--- config.mk ---
export PLATFORM = sky130hd
export DESIGN_NAME = posit_to_float_pipe
export DESIGN_NICKNAME = d
export VERILOG_FILES = /design/src/rtl/posit_to_float_pipe.sv
export SDC_FILE = /design/constraint.sdc
export NUM_CORES = 1
export LEC_CHECK = 0
export ABC_AREA = 1
export CAP_MARGIN = 15
export CORE_ASPECT_RATIO = 1.1
export CORE_UTILIZATION = 42
export CTS_BUF_LIST = sky130_fd_sc_hd__clkbuf_8
export CTS_CLUSTER_SIZE = 14
export DETAILED_ROUTE_END_ITERATION = 7
export PLACE_DENSITY = 0.58
export SLEW_MARGIN = 20
export SYNTH_ARGS = -nofsm -noshare
export SYNTH_HDL_FRONTEND = slang
export SYNTH_SLANG_ARGS = --single-unit
--- constraint.sdc ---
create_clock -name clk -period 7.63 [get_ports clk]
set_clock_uncertainty 0.2 [all_clocks]
set_input_delay 1.526 -clock clk [delete_from_list [all_inputs] [get_ports clk]]
set_output_delay 1.526 -clock clk [all_outputs]
set_load 0.05 [all_outputs]
--- src/rtl/posit_to_float_pipe.sv ---
// posit_to_float_pipe: posit(N,ES) -> IEEE-754 converter.
// Three stages (decode, align, round/pack) with valid/ready on both sides.
module posit_to_float_pipe #(
  parameter int N     = 16,
  parameter int ES    = 1,
  parameter int FSIZE = 32
) (
  input  logic             clk,
  input  logic             rst,
  input  logic             in_valid,
  output logic             in_ready,
  input  logic [N-1:0]     posit,
  output logic             out_valid,
  input  logic             out_ready,
  output logic [FSIZE-1:0] float_bits,
  output logic [2:0]       flags
);
  localparam int EW   = (FSIZE == 16) ? 5 : (FSIZE == 32) ? 8 : 11;
  localparam int MW   = FSIZE - 1 - EW;
  localparam int FW   = N - 3;
  localparam int RW   = $clog2(N) + 1;
  localparam int KW   = RW + 1;
  localparam int BEW  = 16;
  localparam int XW   = N + 3;
  localparam int BIAS = 2 ** (EW - 1) - 1;
  localparam int EMAX = 2 ** EW - 1;
  localparam logic signed [BEW-1:0] BE_MAX = BEW'(EMAX);
  localparam logic signed [BEW-1:0] BE_MIN = '0;

  logic r1_v, r2_v, r3_v;
  logic w_en1, w_en2, w_en3;

  assign w_en3    = !r3_v || out_ready;
  assign w_en2    = !r2_v || w_en3;
  assign w_en1    = !r1_v || w_en2;
  assign in_ready = w_en1;

  // decode
  logic [N-1:0]          w_abs;
  logic [N-2:0]          w_body;
  logic [RW-1:0]         w_run;
  logic                  w_stop;
  logic signed [KW-1:0]  w_rk;
  logic signed [KW-1:0]  w_k;
  logic [XW-1:0]         w_x;
  logic [XW-1:0]         w_xf;
  logic [3:0]            w_exp;
  logic [FW-1:0]         w_frac;
  logic                  w_zero;
  logic                  w_nar;
  logic                  w_unused;

  assign w_abs  = posit[N-1] ? -posit : posit;
  assign w_body = w_abs[N-2:0];
  assign w_zero = (posit == '0);
  assign w_nar  = posit[N-1] && (posit[N-2:0] == '0);

  always_comb begin
    w_run  = '0;
    w_stop = 1'b0;
    for (int i = N - 2; i >= 0; i--) begin
      if (!w_stop && (w_body[i] == w_body[N-2]))
        w_run = w_run + RW'(1);
      else
        w_stop = 1'b1;
    end
  end

  assign w_rk = $signed(KW'(w_run));
  assign w_k  = w_body[N-2] ? (w_rk - KW'(1)) : -w_rk;

  // drop regime + terminator; exponent then fraction are left-aligned
  assign w_x    = {w_body, 4'b0000} << (w_run + RW'(1));
  assign w_exp  = w_x[XW-1 -: 4] >> (4 - ES);
  assign w_xf   = w_x << ES;
  assign w_frac = w_xf[XW-1 -: FW];

  assign w_unused = ^{w_abs[N-1], w_x[XW-5:0], w_xf[XW-FW-1:0]};

  logic                 r1_sign, r1_zero, r1_nar;
  logic signed [KW-1:0] r1_k;
  logic [3:0]           r1_exp;
  logic [FW-1:0]        r1_frac;

  always_ff @(posedge clk or posedge rst) begin
    if (rst) begin
      r1_v    <= 1'b0;
      r1_sign <= 1'b0;
      r1_zero <= 1'b0;
      r1_nar  <= 1'b0;
      r1_k    <= '0;
      r1_exp  <= '0;
      r1_frac <= '0;
    end else if (w_en1) begin
      r1_v <= in_valid;
      if (in_valid) begin
        r1_sign <= posit[N-1];
        r1_zero <= w_zero;
        r1_nar  <= w_nar;
        r1_k    <= w_k;
        r1_exp  <= w_exp;
        r1_frac <= w_frac;
      end
    end
  end

  // align
  logic signed [BEW-1:0] w_be;
  logic [FW+MW+1:0]      w_fx;

  assign w_be = (BEW'(r1_k) <<< ES) + $signed(BEW'(r1_exp)) + BEW'(BIAS);
  assign w_fx = {r1_frac, {(MW+2){1'b0}}};

  logic                  r2_sign, r2_zero, r2_nar;
  logic signed [BEW-1:0] r2_be;
  logic [MW-1:0]         r2_mant;
  logic                  r2_g, r2_s;

  always_ff @(posedge clk or posedge rst) begin
    if (rst) begin
      r2_v    <= 1'b0;
      r2_sign <= 1'b0;
      r2_zero <= 1'b0;
      r2_nar  <= 1'b0;
      r2_be   <= '0;
      r2_mant <= '0;
      r2_g    <= 1'b0;
      r2_s    <= 1'b0;
    end else if (w_en2) begin
      r2_v <= r1_v;
      if (r1_v) begin
        r2_sign <= r1_sign;
        r2_zero <= r1_zero;
        r2_nar  <= r1_nar;
        r2_be   <= w_be;
        r2_mant <= w_fx[FW+MW+1 -: MW];
        r2_g    <= w_fx[FW+1];
        r2_s    <= |w_fx[FW:0];
      end
    end
  end

  // round / pack
  logic                  w_up;
  logic [MW:0]           w_mr;
  logic signed [BEW-1:0] w_ber;
  logic [FSIZE-1:0]      w_bits;
  logic [2:0]            w_flags;

  assign w_up  = r2_g && (r2_s || r2_mant[0]);
  assign w_mr  = {1'b0, r2_mant} + (MW+1)'(w_up);
  assign w_ber = r2_be + $signed(BEW'(w_mr[MW]));

  always_comb begin
    w_bits  = '0;
    w_flags = '0;
    if (r2_nar) begin
      w_bits = {1'b0, {EW{1'b1}}, 1'b1, {(MW-1){1'b0}}};
    end else if (r2_zero) begin
      w_bits = '0;
    end else if (w_ber >= BE_MAX) begin
      w_bits  = {r2_sign, {EW{1'b1}}, {MW{1'b0}}};
      w_flags = 3'b101;
    end else if (w_ber <= BE_MIN) begin
      w_bits  = {r2_sign, {(FSIZE-1){1'b0}}};
      w_flags = 3'b011;
    end else begin
      w_bits  = {r2_sign, w_ber[EW-1:0], w_mr[MW-1:0]};
      w_flags = {2'b00, r2_g | r2_s};
    end
  end

  logic [FSIZE-1:0] r3_bits;
  logic [2:0]       r3_flags;

  always_ff @(posedge clk or posedge rst) begin
    if (rst) begin
      r3_v     <= 1'b0;
      r3_bits  <= '0;
      r3_flags <= '0;
    end else if (w_en3) begin
      r3_v <= r2_v;
      if (r2_v) begin
        r3_bits  <= w_bits;
        r3_flags <= w_flags;
      end
    end
  end

  assign out_valid  = r3_v;
  assign float_bits = r3_bits;
  assign flags      = r3_flags;

endmodule

* Yosys cells after proc, flatten, opt, wreduce, memory -nomap -nowiden
Index checks and enable logic that the tools add are counted.
** Word-level totals
- Bits in registers :: 93
- Memories kept :: 0
- ROM bits :: 0
- Memory bits (writable) :: 0
- Latch bits :: 0
- Logic and storage cells :: 126
- Output and inout bits :: 37
- Bits of input ports :: 20
** Cells by class
- Bitwise gates (word level) :: 0
- $mul :: 0
- Add/sub/neg operators :: 19
- Eq/ne operators :: 14
- $lt $le $gt $ge :: 2
- Divide/modulo/power cells :: 0
- Reduce and logical (&&, ||, !) cells :: 37
- Shift operators :: 1
- Muxes and demuxes :: 37
** Operators with widths (count)
- 5-bit by 1-bit adder with 5-bit output (second input constant) :: 13
- 5-bit two-way mux :: 13
- 32-bit two-way mux :: 2
- 31-bit two-way mux :: 2
- 19-bit by 5-bit << shifter with 19-bit output :: 1
- 16-bit by 9-bit >= comparator with 1-bit output (second input constant) :: 1
- 16-bit by 1-bit less-or-equal comparator with 1-bit output (second input constant) :: 1
- 16-bit logical NOT :: 1
- 1-bit logical NOT :: 15
- 15-bit logical NOT :: 1
- 15-bit two-way mux :: 1
- 15-bit negator :: 1
- 1-bit == test :: 14
- 1-bit logical AND :: 14
- 1-bit two-way mux :: 13
- 8-bit by 8-bit adder with 9-bit output (second input constant) :: 1
- 3-bit two-way mux :: 3
- 7-bit by 2-bit adder with 8-bit output :: 1
- 6-bit two-way mux :: 1
- 5-bit negator with 6-bit output :: 1
- 2-bit AND reduction :: 3
- 5-bit by 1-bit subtractor with 6-bit output (second input constant) :: 1
- 2-bit two-way mux :: 2
- 2-bit by 1-bit adder with 3-bit output (second input constant) :: 1
- 1-bit logical OR :: 3

* Longest topological paths before layout
- Depth in word-level cells :: 43
- Mapped depth :: 58
- Depth with buffers taken out :: 57

* Least setup slack after synthesis
OpenSTA, ideal clock, no wires.
- Path kind :: input -> register
- Start :: in posit[0]
- End :: reg r1_frac[9]
- Stages :: 57
- Setup slack :: -1.239 ns
- Path buffers :: 2
- Arrival :: 8.552 ns
- Library setup time :: 0.116 ns
- Required time :: 7.314 ns
- Cell sequence :: inv_2 > ha_1 > nand2_1 > nor2_8 > nand3_2 > nand2_1 > nand2_1 > nand2_2 > buf_6 > nand2_4 > nand2_2 > nand3_2 > nor2_4 > nand3_1 > nand2_1 > ha_1 > inv_1 > nand4_1 > [... 21 more ...] > nand2_1 > ha_1 > o21a_1 > ha_1 > nand2_1 > nand2_1 > inv_1 > ha_1 > inv_1 > clkbuf_1 > mux2i_1 > nand2_1 > nand2_1 > nand2_1 > nand2_1 > nor2_1 > nand2_1 > nand2_1
** Between the ends
- Cells in the longest elaborated chain, start to end :: 43
- Elaborated cells on any way between the ends :: 83
- Classes of those cells :: add/sub (15); eq/ne (14); shift (1); mux (28); reduce/logical (25)
** RTL lines
- start, declared :: RTL line 12 : input logic [N-1:0] posit,
- 15-bit negator :: RTL line 53 : assign w_abs = posit[N-1] ? -posit : posit;
- 15-bit two-way mux * :: RTL line 53
- branches (longest 40 deep; another with 5-bit by 1-bit adder with 5-bit output)
- 19-bit by 5-bit << shifter with 19-bit output * :: RTL line 73 : assign w_x = {w_body, 4'b0000} << (w_run + RW'(1));
- end signal, assigned :: RTL line 102 : r1_frac <= w_frac;
- end, declared :: RTL line 83 : logic [FW-1:0] r1_frac;
Every way passes the cells marked *.
A chain may end at the register's enable or synchronous reset.

* Worst setup path after layout
- Start :: in posit[15]
- End :: reg r1_frac[9]
** Between the ends
- Cells in the longest elaborated chain, start to end :: 42
- Elaborated cells on any way between the ends :: 82
- Classes of those cells :: add/sub (14); eq/ne (14); shift (1); mux (28); reduce/logical (25)
** RTL lines (RTL line)
- 15-bit two-way mux * :: 53
- branches (longest 40 deep; another with 5-bit by 1-bit adder with 5-bit output)
- 19-bit by 5-bit << shifter with 19-bit output * :: 73
Marked as above.

==> reports/qor.txt <==
crit share post-route = 1.09
vias in the first global route = 5,635
endpoint type of the worst setup path = flop
clk slew on worst S/H paths = 0.07 ns
clock buffer count from CTS = 9
Seq. cell area = 1880 sq um
worst hold slack = 0.258 ns
Slew Limit Fails = 0
Max VDD drop = 0.127 mV
Mean Syn Cell Area = 6.89 sq um
WL final = 15,300 microns
initial antenna violation count = 0
FF+latch count, synth = 75
Antenna diodes = 0
worst r2r src = out_valid
Net count, final = 1,052
TritonCTS clock tree = yes
Comb pwr share = 0.541
Reg power frac = 0.302
fill count = 1,178
hold path start = r1_frac[10]
pin slew with the least headroom to its limit = 0.931 ns
asr flop ratio synth = 1.00
clock root cell = clkbuf_8
R2R depth = 7
Synth Flop Type = dfrtp_1
IO Pins = 57
Switching Share = 0.434
vias per cell = 4.80
Mapped Area = 5730 sq um
GRT Residual Overflow = 0
DR WL/cell = 12.7 microns
DR vias = 5,796
CP Class = in -> reg
Core Footprint = 13,300 sq um
row cnt = 44
setup-violating endpoint count in the final report = 19
Multi-input gate area = 4000 sq um
reg-to-reg slack, setup = 5.02 ns
sw power = 0.912 mW
die height = 124 microns
required time of the worst setup path = 7.70 ns
Top Layer Used = met4
CTS Buffer Depth = 2
Power Internal = 1.19 mW
clock latency on the worst-skew pair = 0.34 ns
Die X = 113 microns
met3 WL = 363 microns
Final ANT Viol Nets = 0
kind of start point of the critical path = input pin
Final HPWL DP = 10,600 microns
hold endpoint = r2_mant[20]
Power Density = 252 nW/um^2
DIE AREA = 14,100 sq um
Pleak = 4.26 nW
Hold Fails Final Rpt = 0
drt first pass iters = 4
status = finished, violations left
global-route wire length before repair = 24,900 microns
Initial Util = 0.432
sequential area share after synthesis = 0.328
Critical Path AT = 8.35 ns
GPL Wtd Cong = 0.912
failing checks = negative setup slack
Residual DRC = 0
number of flops mapped to enable cells by yosys = 0
most common cell after layout, fill and taps aside = nand2_1
total track usage = 0.213
FMAX = 121 MHz
crit-path max cell delay = 0.33 ns
clk sink count = 75
drt first-iter violations = 247
synth-to-layout area growth = 45.8%
met2 routed wirelength = 8020 microns
PortBufs = 46
Critical-path top delay cell = ha_4
Max-cap violations = 0
post-layout minimum cycle time = 8.28 ns
worst setup margin = -0.654 ns
RSZ-0062 raised after global routing = true
Hold Crit Class = reg -> reg
H-tree levels = 3
hold depth = 2
Yosys warning total = 0
Crit Path Max Fanout = 9
cts hold-fix bufs = 0
Synth cell types = 50
Gate Count Post-Synth = 831
Worst R2R End = float_bits[12]
share of cells above drive strength 1 = 0.380
Max-Slew Margin vs Limit = 0.379
most frequent cells in the layout = nand2_1 (258), buf_4 (141), dfrtp_1 (75), inv_1 (69), nand2_2 (44)
M1 wire length = 6450 microns
largest net degree at the start of global routing = 76
Clk pwr share = 0.156
Power Total = 2.10 mW
cells in the mapped netlist, types with 3 or more instances:
library cell | number | share of area
a31oi_1 | 4 | 0.0044
inv_1 | 79 | 0.052
xor2_1 | 11 | 0.017
nor2_4 | 5 | 0.0098
a32o_1 | 9 | 0.016
ha_1 | 13 | 0.028
nor2_1 | 55 | 0.036
nor2_2 | 4 | 0.0044
nand4_1 | 13 | 0.014
inv_2 | 17 | 0.011
and2_1 | 3 | 0.0033
nand2_1 | 305 | 0.20
nand2_4 | 11 | 0.022
clkbuf_1 | 10 | 0.0066
o21ai_0 | 48 | 0.042
nand2_2 | 19 | 0.021
dfrtp_1 | 75 | 0.33
nand3_4 | 3 | 0.0092
clkinv_1 | 3 | 0.0020
o21ai_1 | 10 | 0.0087
nand3_1 | 49 | 0.043
buf_4 | 13 | 0.017
buf_2 | 6 | 0.0052
nand3_2 | 15 | 0.026
nand3b_1 | 3 | 0.0039
a21oi_1 | 15 | 0.013
per-stage QoR:
stage          worst slack (ns)  instances  instance area (sq um)  TNS, ns  utilization
3_3_place_gp              -1.51       1127                   6980   -25.26        0.526
2_1_floorplan            -0.653        840                   5830    -9.30            -
3_5_place_dp              -1.64       1127                   6980   -28.08        0.526
6_report                 -0.654       1208                   8350    -9.69        0.629
4_1_cts                  -0.681       1195                   7770   -11.74        0.586
5_1_grt                   -1.06       1208                   8350   -16.44        0.629
final cells by class:
class | instances | share of cell area
well taps | 184 | 0.0276
multi-input cells | 632 | 0.479
flip-flops and latches | 75 | 0.225
inverters | 101 | 0.0474
repair buffers | 199 | 0.194
repair inverters | 1 | 0.000450
clock buffers | 10 | 0.0165
clock inverters | 6 | 0.00974
cell families (layout without fill, tap and decap cells):
| kind of cell | count (synthesis) | after routing | share of synthesized area |
|---|---|---|---|
| AND/OR/NAND/NOR | 495 | 495 | 0.408 |
| buffers and inverters | 133 | 317 | 0.102 |
| AO/OA/AOI/OAI | 96 | 96 | 0.101 |
| flip-flops | 75 | 75 | 0.328 |
| XOR/XNOR | 16 | 16 | 0.0284 |
| adder cells (fa/ha/maj) | 13 | 13 | 0.0284 |
| multiplexers | 2 | 2 | 0.00350 |
| other | 1 | 10 | 0.000655 |
worst max-delay path, delay by kind of cell:
kind	cells	cell delay, ns
adders and majority gates	9	2.23
buffers and inverters	14	1.60
AOI/OAI and AO/OA	2	0.28
and+or+nand+nor	30	2.72
layer usage:
layer / GRT usage / up-vias
met5: 0 / -
met4: 0.0751 / 0
met3: 0.0243 / 44
met2: 0.393 / 117
met1: 0.250 / 2635
li1: - / 3000
power groups by stage:
stage	registers, mW	clock network, mW	logic [mW]
after global placement	0.638	0	0.946
after global routing	0.656	0.352	1.25
after floorplan	0.816	0	0.500
after CTS	0.637	0.336	1.04
final	0.636	0.329	1.14
after detailed placement	0.644	0	0.958
registers in the layout, summed over array words and instances, names as in the netlist:
signal and cells:
r2_mant 13, out_valid 1, float_bits 22, r1_exp 1, r1_zero 1, r2_v 1
r2_sign 1, r1_v 1, r1_sign 1, r2_zero 1, flags 3, r1_k 6
r1_frac 13, r1_nar 1, r2_nar 1, r2_be 8
worst max-delay path by stage:
stage	cells past startpoint	slack [ns]	start	endpoint
final	55	-0.65	posit[15]	r1_frac[9]
after global routing	57	-1.06	posit[13]	r1_frac[12]
after CTS	57	-0.68	posit[1]	r1_frac[7]
after detailed placement	56	-1.64	posit[0]	r1_frac[12]
after global placement	56	-1.51	posit[0]	r1_frac[12]
after floorplan	56	-0.65	posit[3]	r1_frac[9]
what timing repair did:
item / CTS / global route
endpoints found under the setup margin: 19 / 19
cloned: 1 / 0
setup buffers: 59 / 18
gates resized for setup: 124 / 117
pin swaps: 56 / 87
hold endpoints to repair: 0 / 0
(Power assumes the default switching activity.)
